### config.mk
export PLATFORM = sky130hd
export DESIGN_NAME = alu_writeback_pipe
export DESIGN_NICKNAME = d
export VERILOG_FILES = /design/src/rtl/alu_pipe_pkg.sv /design/src/rtl/iterative_multiplier.sv /design/src/rtl/alu_writeback_pipe.sv
export SDC_FILE = /design/constraint.sdc
export NUM_CORES = 1
export LEC_CHECK = 0
export ABC_AREA = 1
export CAP_MARGIN = 20
export CORE_ASPECT_RATIO = 1.25
export CORE_MARGIN = 8
export CORE_UTILIZATION = 45
export CTS_CLUSTER_DIAMETER = 150
export DETAILED_ROUTE_END_ITERATION = 6
export PLACE_DENSITY = 0.63
export RECOVER_POWER = 50
export SETUP_SLACK_MARGIN = 0.3
export SYNTH_ARGS = -nofsm -noshare
export SYNTH_HDL_FRONTEND = slang
export SYNTH_SLANG_ARGS = --single-unit
### constraint.sdc
create_clock -name Clk -period 6.8 [get_ports Clk]
set_clock_uncertainty 0.1 [all_clocks]
set_input_delay 1.36 -clock Clk [delete_from_list [all_inputs] [get_ports Clk]]
set_output_delay 1.36 -clock Clk [all_outputs]
set_load 0.01 [all_outputs]
### src/rtl/alu_pipe_pkg.sv
// Shared definitions for the execute/write-back pipeline: opcodes, FSM state
// type and the retire counter width.
package alu_pipe_pkg;

  localparam int RETIRE_W = 16;

  localparam logic [2:0] OP_ADD = 3'd0;
  localparam logic [2:0] OP_SUB = 3'd1;
  localparam logic [2:0] OP_AND = 3'd2;
  localparam logic [2:0] OP_OR  = 3'd3;
  localparam logic [2:0] OP_XOR = 3'd4;
  localparam logic [2:0] OP_SLT = 3'd5;
  localparam logic [2:0] OP_SLL = 3'd6;
  localparam logic [2:0] OP_MUL = 3'd7;

  typedef enum logic [0:0] {
    ST_IDLE = 1'b0,
    ST_MUL  = 1'b1
  } state_e;

endpackage

### src/rtl/iterative_multiplier.sv
// Radix-2 shift-add multiplier producing the low data_width bits of the
// product. A start pulse latches the operands; done_o is high during the
// final of data_width iteration cycles, and product_o carries the finished
// result during that cycle.
module iterative_multiplier #(
  parameter int data_width = 32
) (
  input  logic                  clk_i,
  input  logic                  rst_i,
  input  logic                  start_i,
  input  logic [data_width-1:0] op_a_i,
  input  logic [data_width-1:0] op_b_i,
  output logic                  done_o,
  output logic [data_width-1:0] product_o
);

  localparam int CNT_W = (data_width > 1) ? $clog2(data_width) : 1;
  localparam logic [CNT_W-1:0] LAST_CNT = CNT_W'(data_width - 1);

  logic [data_width-1:0] mcand_q, mcand_d;
  logic [data_width-1:0] mplier_q, mplier_d;
  logic [data_width-1:0] acc_q, acc_d;
  logic [CNT_W-1:0]      cnt_q, cnt_d;
  logic                  active_q, active_d;
  logic [data_width-1:0] acc_sum_s;

  // Next-state for the shift-add datapath and iteration counter.
  always_comb begin
    mcand_d   = mcand_q;
    mplier_d  = mplier_q;
    acc_d     = acc_q;
    cnt_d     = cnt_q;
    active_d  = active_q;
    acc_sum_s = acc_q + (mplier_q[0] ? mcand_q : '0);
    done_o    = active_q && (cnt_q == LAST_CNT);
    product_o = acc_sum_s;
    if (start_i) begin
      mcand_d  = op_a_i;
      mplier_d = op_b_i;
      acc_d    = '0;
      cnt_d    = '0;
      active_d = 1'b1;
    end else if (active_q) begin
      acc_d    = acc_sum_s;
      mcand_d  = {mcand_q[data_width-2:0], 1'b0};
      mplier_d = {1'b0, mplier_q[data_width-1:1]};
      cnt_d    = cnt_q + 1'b1;
      active_d = !done_o;
    end else begin
      active_d = 1'b0;
    end
  end

  // Datapath registers; reset clears the accumulator and aborts any run.
  always_ff @(posedge clk_i or posedge rst_i) begin
    if (rst_i) begin
      mcand_q  <= '0;
      mplier_q <= '0;
      acc_q    <= '0;
      cnt_q    <= '0;
      active_q <= 1'b0;
    end else begin
      mcand_q  <= mcand_d;
      mplier_q <= mplier_d;
      acc_q    <= acc_d;
      cnt_q    <= cnt_d;
      active_q <= active_d;
    end
  end

endmodule

### src/rtl/alu_writeback_pipe.sv
// Two-stage execute/write-back pipeline in front of the register file:
// operand forwarding from the pending write-back, single-cycle ALU, an
// iterative multiply that stalls issue, the WB register and retire counter.
module alu_writeback_pipe
  import alu_pipe_pkg::*;
#(
  parameter int data_width   = 32,
  parameter int select_width = 5
) (
  input  logic                    Clk,
  input  logic                    Reset,
  input  logic                    InstrValid,
  output logic                    InstrReady,
  input  logic [2:0]              Opcode,
  input  logic [select_width-1:0] Rs,
  input  logic [select_width-1:0] Rt,
  input  logic [select_width-1:0] Rd,
  output logic [select_width-1:0] ReadSelect1,
  output logic [select_width-1:0] ReadSelect2,
  input  logic [data_width-1:0]   ReadData1,
  input  logic [data_width-1:0]   ReadData2,
  output logic [data_width-1:0]   WriteData,
  output logic [select_width-1:0] WriteSelect,
  output logic                    WriteEnable,
  output logic                    Busy,
  output logic [RETIRE_W-1:0]     RetireCount
);

  state_e                  state_q, state_d;
  logic [data_width-1:0]   wd_q, wd_d;
  logic [select_width-1:0] ws_q, ws_d;
  logic                    we_q, we_d;
  logic [RETIRE_W-1:0]     rc_q, rc_d;
  logic [select_width-1:0] mul_rd_q, mul_rd_d;

  logic [data_width-1:0]   op_a_s, op_b_s, alu_result_s, mul_product_s;
  logic                    accept_s, mul_start_s, mul_done_s;

  assign ReadSelect1 = Rs;
  assign ReadSelect2 = Rt;
  assign InstrReady  = (state_q == ST_IDLE);
  assign Busy        = (state_q == ST_MUL);
  assign WriteData   = wd_q;
  assign WriteSelect = ws_q;
  assign WriteEnable = we_q;
  assign RetireCount = rc_q;

  assign accept_s    = InstrValid && (state_q == ST_IDLE);
  assign mul_start_s = accept_s && (Opcode == OP_MUL);

  // Forwarding muxes and ALU; r0 never forwards since we_q is never set for it.
  always_comb begin
    op_a_s       = (we_q && (ws_q == Rs)) ? wd_q : ReadData1;
    op_b_s       = (we_q && (ws_q == Rt)) ? wd_q : ReadData2;
    alu_result_s = '0;
    case (Opcode)
      OP_ADD:  alu_result_s = op_a_s + op_b_s;
      OP_SUB:  alu_result_s = op_a_s - op_b_s;
      OP_AND:  alu_result_s = op_a_s & op_b_s;
      OP_OR:   alu_result_s = op_a_s | op_b_s;
      OP_XOR:  alu_result_s = op_a_s ^ op_b_s;
      OP_SLT:  alu_result_s = {{(data_width-1){1'b0}}, ($signed(op_a_s) < $signed(op_b_s))};
      OP_SLL:  alu_result_s = op_a_s << op_b_s[4:0];
      default: alu_result_s = '0;
    endcase
  end

  iterative_multiplier #(
    .data_width(data_width)
  ) u_mul (
    .clk_i    (Clk),
    .rst_i    (Reset),
    .start_i  (mul_start_s),
    .op_a_i   (op_a_s),
    .op_b_i   (op_b_s),
    .done_o   (mul_done_s),
    .product_o(mul_product_s)
  );

  // FSM next state and WB register load; WriteEnable drops on any edge without a result.
  always_comb begin
    state_d  = state_q;
    wd_d     = wd_q;
    ws_d     = ws_q;
    we_d     = 1'b0;
    rc_d     = rc_q;
    mul_rd_d = mul_rd_q;
    case (state_q)
      ST_IDLE: begin
        if (accept_s && (Opcode == OP_MUL)) begin
          mul_rd_d = Rd;
          state_d  = ST_MUL;
        end else if (accept_s) begin
          wd_d = alu_result_s;
          ws_d = Rd;
          we_d = (Rd != '0);
          rc_d = rc_q + 16'd1;
        end else begin
          state_d = ST_IDLE;
        end
      end
      ST_MUL: begin
        if (mul_done_s) begin
          wd_d    = mul_product_s;
          ws_d    = mul_rd_q;
          we_d    = (mul_rd_q != '0);
          rc_d    = rc_q + 16'd1;
          state_d = ST_IDLE;
        end else begin
          state_d = ST_MUL;
        end
      end
      default: state_d = ST_IDLE;
    endcase
  end

  // State, WB register and retire counter.
  always_ff @(posedge Clk or posedge Reset) begin
    if (Reset) begin
      state_q  <= ST_IDLE;
      wd_q     <= '0;
      ws_q     <= '0;
      we_q     <= 1'b0;
      rc_q     <= '0;
      mul_rd_q <= '0;
    end else begin
      state_q  <= state_d;
      wd_q     <= wd_d;
      ws_q     <= ws_d;
      we_q     <= we_d;
      rc_q     <= rc_d;
      mul_rd_q <= mul_rd_d;
    end
  end

endmodule

==> results of run 1 <==
[logic make-up after synthesis]
logic type               Yosys count
XOR/XNOR                          38
flip-flops                       162
AO/OA/AOI/OAI                    538
adder cells (fa/ha/maj)          147
buffers and inverters            500
AND/OR/NAND/NOR                 1356
[placed cells by master (no fill, tap or decap), drive strengths merged, types with 7 or more instances in the layout]
cell / n
nand2: 719
inv: 369
or2: 65
buf: 29
a22o: 21
clkdlybuf4s50: 99
dlygate4sd3: 51
o211ai: 35
xor2: 24
a31oi: 21
a32o: 9
nand3: 282
xnor2: 14
o22ai: 9
nor4: 8
o21ai: 158
nor3: 27
ha: 146
a21oi: 175
o21a: 11
a211oi: 7
dfrtp: 162
nor2: 220
o221ai: 53
nand4: 26
a221oi: 16
clkinv: 8
clkbuf: 19
[worst register-to-register path: stages (launching register included)]
cell and delay, ps:
dfrtp_1 460, inv_2 100, nand2_1 80, nand2_1 60, nor2_2 160, nand3_4 300
inv_2 590, or2_2 210, nand2_1 90, inv_1 120, ha_1 390, a21oi_1 400
o21ai_0 250, a21oi_1 300, nor3_1 120, a2111oi_0 470, nand2_1 110, nand2_1 80
nand3_1 70, nand3_1 120, nand2_1 90, nand2_1 110, nand2_1 60, nand2_1 90
[final timing paths]
path,startpoint,to,slack [ps]
setup reg to reg,WriteSelect[0],WriteData[27],1800
hold reg to reg,RetireCount[15],RetireCount[15],370
setup / recovery,Rt[1],WriteData[27],900
hold / removal,RetireCount[15],RetireCount[15],370
min in group asynchronous,Reset,u_mul.acc_q[28],2570
max in group asynchronous,Reset,u_mul.mplier_q[10],1200
[metrics by stage]
stage | cells | total power, W | hold WS, ps
2_1_floorplan | 2741 | 0.00359 | 359
3_3_place_gp | 3286 | 0.00476 | 364
3_5_place_dp | 3286 | 0.00480 | 362
4_1_cts | 3317 | 0.00579 | 376
5_1_grt | 3322 | 0.00616 | 390
6_report | 3322 | 0.00580 | 370
[Yosys cell counts (all sizes together) (2+ instances only)]
cell     count
or2         65
a21oi      175
nor3        27
ha         146
nor4         8
inv        365
o21ai      158
xor2        24
a22o        21
and3         3
o2111ai      2
nand3b       5
clkinv       2
a2111oi      3
a211oi       7
a31oi       21
o22ai        9
a21boi       5
a32o         9
xnor2       14
o21bai       3
o221ai      53
a21o         3
a221oi      16
nand4       26
o221a        2
a22oi        2
nand3      282
o211ai      35
clkbuf      82
nor2       220
o21a        11
nand2      719
buf         51
dfrtp      162
[metal layers]
layer  vias up  GRT usage, %
met5         -             0
met4         0          14.1
met3       143          3.81
met2       903          51.7
met1      9430          44.7
li1       9224             -
[state kept, by name, summed over array words and instances (netlist names)]
| register | count |
|---|---|
| Busy | 1 |
| RetireCount | 16 |
| WriteData | 32 |
| WriteEnable | 1 |
| WriteSelect | 5 |
| mul_rd_q | 5 |
| u_mul.acc_q | 32 |
| u_mul.active_q | 1 |
| u_mul.cnt_q | 5 |
| u_mul.mcand_q | 32 |
| u_mul.mplier_q | 32 |
[cell type report]
type	count	area (um2)	share of cell area, %
Antenna cell	4	10.0	0.0503
Clock buffer	17	425	2.14
Clock inverter	14	155	0.780
Inverter	367	1380	6.93
Multi-Input combinational cell	2079	11500	57.9
Sequential cell	162	4050	20.4
Tap cell	498	623	3.13
Timing Repair Buffer	181	1740	8.73
[power by group through the flow]
stage               clock network [W]  logic [W]  registers [W]
CTS                          0.000991    0.00312        0.00168
detailed placement                  0    0.00311        0.00169
global placement                    0    0.00308        0.00168
finish                       0.000977    0.00314        0.00168
global route                  0.00103    0.00342        0.00172
floorplan                           0    0.00196        0.00163
==> run summary, run 1 <==
outcome = finished with violations
failing checks = max-capacitance violations, max-slew violations
Die Y = 237 um
crit path kind = in2reg
Top Layer Used = met4
Detailed Route Iter0 Violations = 2174
HPWL Detailed = 60.6 mm
global-route wire length before repair = 115 mm
Async S/R FF share, synth = 100%
Worst-Skew Late Latency = 440 ps
met3 wire len = 4.95 mm
R2R depth = 23
Avg Synthesized Cell Area = 6.39 um2
CP dominant cell by count = nand2_1
GRT Util Overall = 32.9%
Arr. time, crit path = 6170 ps
clock root buffer = clkbuf_16
P_sw = 0.00285 W
cts hold-fix bufs = 0
Worst Path Max Fanout = 37
crit end category = flip-flop
worst setup margin = 903 ps
Top delay family on crit path = simple AND/OR/NAND/NOR gates
hold depth = 1
I/O Pins = 151
core footprint = 38800 um2
final-layout fill cell count = 4066
clock-pin slew on the worst setup and hold paths = 70 ps
CP cell instances = clkdlybuf4s50_1, inv_1, nand2_1, nand2_1, nor2_2, nand3_4, inv_2, or2_2, nand2_1, inv_1, ha_1, a21oi_1, o21ai_0, a21oi_1, nor3_1, a2111oi_0, nand2_1, nand2_1, nand3_1, nand3_1, nand2_1, nand2_1, nand2_1, nand2_1
Layout area overhead = 13.5%
Leak = 9.85 nW
mux cell area share after synthesis = 0%
Worst VDD drop = 0.318 mV
Metal-1 WL = 33.1 mm
via count = 19.7k
vias in the first global route = 18.8k
WP depth = 24
final core occ = 51.2%
clock sinks = 162
Hold Vio Cnt, Final = 0
final setup fails = 0
Cell Int Power = 0.00295 W
share of layout cells above drive strength 1 = 7.27%
setup TNS = 0 ps
GR Overflow Total = 0
largest net degree at the start of global routing = 90
CTS H-Tree Depth = 4
maxcap violations = 1
Synth top area share = 23.1%
Initial Utilization = 45.2%
routability cong. = 1.06
final period utilization = 86.7%
DR pass1 iterations = 7
Ys Warns = 0
RSZ-0062 raised after global routing = false
CP max stage delay = 570 ps
max-slew violation count = 90
top_reg_cell synth = dfrtp_1
top post-synthesis cells by area = dfrtp_1 23%, nand2_1 15%, ha_1 10%, nand3_1 8.0%, inv_1 7.3%
initial antenna violation count = 4
post-synth cell types = 56
Synth Register Bits = 162
DIE AREA = 45600 um2
Longest Clk Path Bufs = 2
Critical Path Start Type = input pin
post-synthesis sequential area ratio = 23.1%
routed wl met2 = 34.9 mm
post-CTS setup buffer count = 0
post-route cell area = 19900 um2
vias per cell = 5.93
I/O Buffers = 150
WL per Instance = 22.9 um
class of the worst hold path = reg2reg
Mapped Nets = 2973
DP Worst Slack = 641 ps
Synth area leader = dfrtp_1
Worst Max-Slew Pin Slew = 3650 ps
post-synthesis simple-gate area fraction = 33.1%
Seq pwr share = 28.9%
Die Width = 193 um
WP data required = 7070 ps
PwrDens = 292 nW/um2
Num CTS Buffers = 17
Comb power frac = 54.2%
Post-synth EDFFs = 0
Residual DRC = 0
Slowest-stage cell, CP = inv_2
Synth Cell Area = 17500 um2
fmax = 0.170 GHz
main combinational cell family by area after synthesis = simple AND/OR/NAND/NOR gates
post-synthesis compound-gate area fraction = 19.8%
post-CTS sizing = 0
FP Rows = 81
dpl cell area = 19300 um2
Mapped Cells = 2741
Synth Area in Adders = 10.5%
Routed Wire Length = 76.2 mm
CTS tree = built
Sw Share = 49.2%
DRT antenna net count = 0
Nets = 3040
fin crit period = 5900 ps
XOR/XNOR Fraction of Synth Area = 1.90%
Clock Power Share = 16.8%
buffers and inverters on the worst path = 4
Max-slew headroom = -143%
Note: power is estimated with default switching activity, not from simulation.
==> run 2: changes to the inputs <==
Settings changed: TNS_END_PERCENT set to 20.
==> results of run 2 <==
The final DEF is identical to that of run 1; final timing and power are the same.
